===== config.mk =====
export PLATFORM = sky130hd
export DESIGN_NAME = multicycle_controller
export DESIGN_NICKNAME = d
export VERILOG_FILES = /design/src/rtl/multicycle_pkg.sv /design/src/rtl/multicycle_alu_decoder.sv /design/src/rtl/multicycle_controller.sv
export SDC_FILE = /design/constraint.sdc
export NUM_CORES = 1
export LEC_CHECK = 0
export CAP_MARGIN = 15
export CORE_MARGIN = 5
export CORE_UTILIZATION = 45
export CTS_CLUSTER_SIZE = 24
export DETAILED_ROUTE_END_ITERATION = 16
export DONT_BUFFER_PORTS = 1
export GPL_TIMING_DRIVEN = 0
export PLACE_DENSITY = 0.68
export SLEW_MARGIN = 20
export SYNTH_ARGS = -nofsm -noshare
export SYNTH_HDL_FRONTEND = slang
export SYNTH_SLANG_ARGS = --single-unit

===== constraint.sdc =====
create_clock -name clk -period 2.1 [get_ports clk]
set_input_delay 0.42 -clock clk [delete_from_list [all_inputs] [get_ports clk]]
set_output_delay 0.42 -clock clk [all_outputs]
set_load 0.05 [all_outputs]

===== src/rtl/multicycle_pkg.sv =====
// rtl/multicycle_pkg.sv - shared encodings for the multicycle RV32I controller
package multicycle_pkg;

    typedef logic [3:0] state_t;

    localparam state_t S_FETCH    = 4'd0;
    localparam state_t S_DECODE   = 4'd1;
    localparam state_t S_MEMADR   = 4'd2;
    localparam state_t S_MEMREAD  = 4'd3;
    localparam state_t S_MEMWB    = 4'd4;
    localparam state_t S_MEMWRITE = 4'd5;
    localparam state_t S_EXECUTER = 4'd6;
    localparam state_t S_EXECUTEI = 4'd7;
    localparam state_t S_ALUWB    = 4'd8;
    localparam state_t S_BEQ      = 4'd9;
    localparam state_t S_JAL      = 4'd10;

    localparam logic [6:0] OP_LOAD   = 7'b0000011;
    localparam logic [6:0] OP_STORE  = 7'b0100011;
    localparam logic [6:0] OP_RTYPE  = 7'b0110011;
    localparam logic [6:0] OP_ITYPE  = 7'b0010011;
    localparam logic [6:0] OP_BRANCH = 7'b1100011;
    localparam logic [6:0] OP_JAL    = 7'b1101111;

    localparam logic [1:0] ALUOP_ADD   = 2'b00;
    localparam logic [1:0] ALUOP_SUB   = 2'b01;
    localparam logic [1:0] ALUOP_FUNCT = 2'b10;

    localparam logic [2:0] ALUC_ADD = 3'b000;
    localparam logic [2:0] ALUC_SUB = 3'b001;
    localparam logic [2:0] ALUC_AND = 3'b010;
    localparam logic [2:0] ALUC_OR  = 3'b011;
    localparam logic [2:0] ALUC_SLT = 3'b101;

    localparam logic [1:0] IMM_I = 2'b00;
    localparam logic [1:0] IMM_S = 2'b01;
    localparam logic [1:0] IMM_B = 2'b10;
    localparam logic [1:0] IMM_J = 2'b11;

    localparam logic [1:0] RES_ALUOUT    = 2'b00;
    localparam logic [1:0] RES_DATA      = 2'b01;
    localparam logic [1:0] RES_ALURESULT = 2'b10;

    localparam logic [1:0] SRCA_PC    = 2'b00;
    localparam logic [1:0] SRCA_OLDPC = 2'b01;
    localparam logic [1:0] SRCA_RD1   = 2'b10;

    localparam logic [1:0] SRCB_RD2  = 2'b00;
    localparam logic [1:0] SRCB_IMM  = 2'b01;
    localparam logic [1:0] SRCB_FOUR = 2'b10;

endpackage


===== src/rtl/multicycle_alu_decoder.sv =====
// rtl/multicycle_alu_decoder.sv - maps ALUOp/funct fields to an ALU operation
module multicycle_alu_decoder
    import multicycle_pkg::*;
(
    input  logic       i_op5,
    input  logic       i_fn7,
    input  logic [2:0] i_fn3,
    input  logic [1:0] i_alu_op,
    output logic [2:0] o_alu_control
);

    always_comb begin
        o_alu_control = ALUC_ADD;
        case (i_alu_op)
            ALUOP_SUB: o_alu_control = ALUC_SUB;
            ALUOP_FUNCT: begin
                case (i_fn3)
                    // Only R-type uses fn7 to select sub; addi ignores it.
                    3'b000:  o_alu_control = (i_op5 && i_fn7) ? ALUC_SUB : ALUC_ADD;
                    3'b010:  o_alu_control = ALUC_SLT;
                    3'b110:  o_alu_control = ALUC_OR;
                    3'b111:  o_alu_control = ALUC_AND;
                    default: o_alu_control = ALUC_ADD;
                endcase
            end
            default: o_alu_control = ALUC_ADD;
        endcase
    end

endmodule


===== src/rtl/multicycle_controller.sv =====
// rtl/multicycle_controller.sv - 11-state sequencer driving the shared-memory RV32I datapath
module multicycle_controller
    import multicycle_pkg::*;
(
    input  logic       clk,
    input  logic       rst,
    input  logic [6:0] op,
    input  logic [2:0] fn3,
    input  logic       fn7,
    input  logic       Zero,
    input  logic       mem_ready,
    output logic       PCWrite,
    output logic       AdrSrc,
    output logic       IRWrite,
    output logic       MemWrite,
    output logic       RegWrite,
    output logic [1:0] ResultSrc,
    output logic [1:0] ALUSrcA,
    output logic [1:0] ALUSrcB,
    output logic [1:0] ImmSrc,
    output logic [2:0] ALUControl,
    output logic       InstrDone,
    output logic       Illegal
);

    state_t     r_state;
    state_t     w_next;
    logic [1:0] w_alu_op;
    logic       w_pc_write, w_ir_write, w_mem_write, w_reg_write, w_done, w_illegal;

    always_ff @(posedge clk or negedge rst) begin
        if (!rst) r_state <= S_FETCH;
        else      r_state <= w_next;
    end

    always_comb begin
        w_next      = S_FETCH;
        w_alu_op    = ALUOP_ADD;
        w_pc_write  = 1'b0;
        w_ir_write  = 1'b0;
        w_mem_write = 1'b0;
        w_reg_write = 1'b0;
        w_done      = 1'b0;
        w_illegal   = 1'b0;
        AdrSrc      = 1'b0;
        ResultSrc   = RES_ALUOUT;
        ALUSrcA     = SRCA_PC;
        ALUSrcB     = SRCB_RD2;
        ImmSrc      = IMM_I;
        case (r_state)
            S_FETCH: begin
                ALUSrcB    = SRCB_FOUR;
                ResultSrc  = RES_ALURESULT;
                w_ir_write = mem_ready;
                w_pc_write = mem_ready;
                w_next     = mem_ready ? S_DECODE : S_FETCH;
            end
            S_DECODE: begin
                // ALU precomputes the branch target from OldPC while we decode.
                ALUSrcA = SRCA_OLDPC;
                ALUSrcB = SRCB_IMM;
                ImmSrc  = IMM_B;
                case (op)
                    OP_LOAD, OP_STORE: w_next = S_MEMADR;
                    OP_RTYPE:          w_next = S_EXECUTER;
                    OP_ITYPE:          w_next = S_EXECUTEI;
                    OP_BRANCH:         w_next = S_BEQ;
                    OP_JAL:            w_next = S_JAL;
                    default: begin
                        w_next    = S_FETCH;
                        w_illegal = 1'b1;
                        w_done    = 1'b1;
                    end
                endcase
            end
            S_MEMADR: begin
                ALUSrcA = SRCA_RD1;
                ALUSrcB = SRCB_IMM;
                ImmSrc  = op[5] ? IMM_S : IMM_I;
                w_next  = op[5] ? S_MEMWRITE : S_MEMREAD;
            end
            S_MEMREAD: begin
                AdrSrc = 1'b1;
                w_next = mem_ready ? S_MEMWB : S_MEMREAD;
            end
            S_MEMWB: begin
                ResultSrc   = RES_DATA;
                w_reg_write = 1'b1;
                w_done      = 1'b1;
            end
            S_MEMWRITE: begin
                AdrSrc      = 1'b1;
                w_mem_write = 1'b1;
                w_done      = mem_ready;
                w_next      = mem_ready ? S_FETCH : S_MEMWRITE;
            end
            S_EXECUTER: begin
                ALUSrcA  = SRCA_RD1;
                w_alu_op = ALUOP_FUNCT;
                w_next   = S_ALUWB;
            end
            S_EXECUTEI: begin
                ALUSrcA  = SRCA_RD1;
                ALUSrcB  = SRCB_IMM;
                w_alu_op = ALUOP_FUNCT;
                w_next   = S_ALUWB;
            end
            S_ALUWB: begin
                w_reg_write = 1'b1;
                w_done      = 1'b1;
            end
            S_BEQ: begin
                ALUSrcA    = SRCA_RD1;
                w_alu_op   = ALUOP_SUB;
                w_pc_write = Zero;
                w_done     = 1'b1;
            end
            S_JAL: begin
                ALUSrcA    = SRCA_OLDPC;
                ALUSrcB    = SRCB_FOUR;
                w_pc_write = 1'b1;
                w_next     = S_ALUWB;
            end
            default: w_next = S_FETCH;
        endcase
    end

    // Enables are masked by reset so they drop without waiting for a clock edge.
    assign PCWrite   = rst & w_pc_write;
    assign IRWrite   = rst & w_ir_write;
    assign MemWrite  = rst & w_mem_write;
    assign RegWrite  = rst & w_reg_write;
    assign InstrDone = rst & w_done;
    assign Illegal   = rst & w_illegal;

    multicycle_alu_decoder u_alu_decoder (
        .i_op5         (op[5]),
        .i_fn7         (fn7),
        .i_fn3         (fn3),
        .i_alu_op      (w_alu_op),
        .o_alu_control (ALUControl)
    );

endmodule


==> results.py <==
metrics = {
    "critical_path": {
        "crit_chain": "nor4b_4 -> nand2_2 -> o32ai_4",
        "path_delay_family": "simple AND/OR/NAND/NOR gates",
        "cp_max_fo": 9,
        "start_kind": "register",
        "max_stage_delay_ns": 0.83,
        "path_buf_inv": 0,
        "slowest_stage": "nor4b_4",
        "cp.arrival_ns": 2.17,
        "crit_type": "reg2out",
        "end_kind": "output pin",
        "cp.required_ns": 1.68,
    },
    "finish": {
        "num_antenna_cells": 0,
        "largest_reg_flops": 4,
        "nets": 131,
        "design_area_um2": 1237,
        "syn_to_final_growth_pct": 89.83,
        "regMostFlops": "r_state",
        "reg_top3": "r_state (4)",
        "fillers": 46,
        "drive_gt1_share_pct": 61.06,
        "final_core_util_pct": 92.78,
        "instances_no_fill": 128,
    },
    "timing": {
        "rsz0062_at_grt": "true",
        "worst_pin_slew_ns": 0.9709,
        "finalHoldViolations": 0,
        "fin_crit_ns": 2.585,
        "fin_ws_ns": -0.4850,
        "max_freq_ghz": 0.3868,
        "setup_viol": 14,
        "fin_skew_ns": 0.01072,
        "final.setup.tns_ns": -3.565,
        "final_max_slew_viol_count": 0,
        "timing.final.crit_share_pct": 123.1,
        "hold_slack_ns": 0.2973,
        "relSlewSlack_pct": 35.00,
    },
    "synthesis": {
        "synth_compound_area_share_pct": 21.69,
        "ys_seq_area_share_pct": 15.36,
        "synth_commonest_cells": "nand2_1 (8), inv_1 (6), nor2b_1 (6)",
        "syn_nets": 105,
        "post_synth_inst_count": 88,
        "synth_mux_area_share_pct": 3.263,
        "synth_warnings": 0,
        "synthAdderAreaFrac_pct": 3.839,
        "syn_avg_cell_area_um2": 7.408,
        "ys_ff_latch": 4,
        "ys_types": 44,
        "synth_xor_area_share_pct": 4.031,
        "synth_simple_gate_area_share_pct": 42.42,
        "synth_ff_type": "dfrtp_1",
        "netlist_area_um2": 651.9,
        "postSynth.asyncResetShare_pct": 100.0,
        "synth_top_area_share_pct": 15.36,
        "synth_area_leaders": "dfrtp_1 (15%), nor2b_1 (5.8%), nand2_1 (4.6%), ha_1 (3.8%), nor4b_4 (3.6%)",
        "synth_edf_count": 0,
        "yosysMostFrequentCell": "nand2_1",
        "yosys.area.top_type": "dfrtp_1",
        "synth_top_family_by_area": "simple AND/OR/NAND/NOR gates",
    },
    "detailed_routing": {
        "drtIter0Drc": 58,
        "vias": 866,
        "drc": 0,
        "ant_nets": 0,
        "drt-total-wl_um": 3292,
        "wl_per_cell_um": 25.72,
        "post_drt_via_cell_ratio": 6.766,
        "dr.pass1.iters": 4,
    },
    "global_route": {
        "grt_overflow": 0,
        "busiest_layer": "met2",
        "grt_max_degree": 11,
        "use_met3_pct": 7.143,
        "grt_use_total_pct": 22.88,
        "use_met1_pct": 26.73,
        "grt_pass1_vias": 769,
        "use_met2_pct": 39.05,
        "grt_pass1_wl_um": 3594,
        "antenna_found_initial": 0,
    },
    "cts": {
        "ctsHtreeMaxLevel": 1,
        "path_clk_slew_ns": 0.05,
        "clk_latency_ns": 0.26,
        "tritoncts": "done",
        "clockBufferDepth": 2,
        "cts_sinks": 4,
        "cts_buffers": 3,
        "clockRootBuffer": "clkbuf_4",
    },
    "floorplanning": {
        "die_area_um2": 2310,
        "die_w_um": 48.06,
        "fp-row-count": 13,
        "die_y_um": 48.06,
        "io_pins": 33,
        "core_area_um2": 1334,
        "initial_core_util_pct": 48.87,
    },
    "placed_design": {
        "routabilityCongestion": 0.8041,
        "placed_area_um2": 820.8,
        "io_buffer_count": 0,
        "dp_hpwl_um": 1414,
        "place_inst": 103,
    },
    "run": {
        "drv_cap": 0,
    },
    "status": {
        "status": "finished with violations",
        "violations": "negative setup slack",
    },
    "hold_path": {
        "holdCritPathClass": "in2reg",
    },
    "pwr": {
        "power.density_nw_per_um2": 394.6,
        "power.leakage_nw": 0.4753,
        "ir_worst_vdd_uv": 362.3,
    },
}
## metrics by stage
step / setup WS [ns] / power (mW)
CTS: -0.4960 / 0.4512
floorplan: -0.1222 / 0.2748
detailed placement: -0.2573 / 0.2948
finish: -0.4850 / 0.4883
global route: -0.5623 / 0.5036
global placement: -0.2085 / 0.2886
## routing by layer
layer,up-vias,share of wire [%]
li1,365,-
met1,419,37
met2,72,49
met3,10,11
met4,0,2.5
met5,-,0
## kinds of logic after synthesis
family | Yosys count
simple gates | 45
mux | 2
flops | 4
xor+xnor | 3
buf+inv | 12
fa+ha+maj | 2
compound gates | 20
## report_power, final
group | internal, mW | switching, mW
clock | 0.0721 | 0.0436
combinational | 0.103 | 0.177
sequential | 0.0817 | 0.0107
## layout make-up
| type | count | area, um^2 | area share (%) |
|---|---|---|---|
| well taps | 15 | 18.77 | 1.517 |
| flip-flops and latches | 4 | 103.9 | 8.392 |
| repair buffers | 24 | 221.5 | 17.90 |
| multi-input cells | 72 | 802.0 | 64.81 |
| inverters | 6 | 22.52 | 1.820 |
| clock buffers | 4 | 26.28 | 2.123 |
| plain buffers | 3 | 42.54 | 3.438 |
## path summary, 6_finish.rpt
path	from	endpoint	slack [ns]	cells after the start
max	r_state[0]	InstrDone	-0.49	3
min in group asynchronous	rst	r_state[0]	0.44	1
max reg2reg	r_state[0]	r_state[2]	0.07	3
max in group asynchronous	rst	r_state[3]	1.45	1
min reg2reg	r_state[3]	r_state[0]	0.78	2
min	op[6]	r_state[2]	0.30	1
## cells in the final DEF, fill, tap and decap left out, types with 2 or more instances in the layout
master    synthesis  routed
nor2b_4           0       5
xnor2_4           0       2
dfrtp_2           0       3
nand2b_4          0       2
nor3b_4           0       2
clkbuf_4          0       3
nand2_1           8       5
o22ai_1           2       2
and3_4            0       2
nor2_1            5       3
buf_12            0       2
a31oi_1           2       2
nand3_1           2       2
a21oi_4           0       2
or2_2             2       2
buf_6             1       9
buf_4             1      15
nor2_4            0       2
nand2_2           0       2
inv_1             6       6
nor3_4            0       3
## repair_timing
| item | in CTS | in global routing |
|---|---|---|
| gates resized for setup | 37 | 17 |
| hold buffers | 1 | 0 |
| pin swaps | 12 | 13 |
| endpoints found under the setup margin | 14 | 13 |
| hold endpoints to repair | 4 | 0 |
| setup buffers | 11 | 12 |
Power figures use the tool's default switching activity.
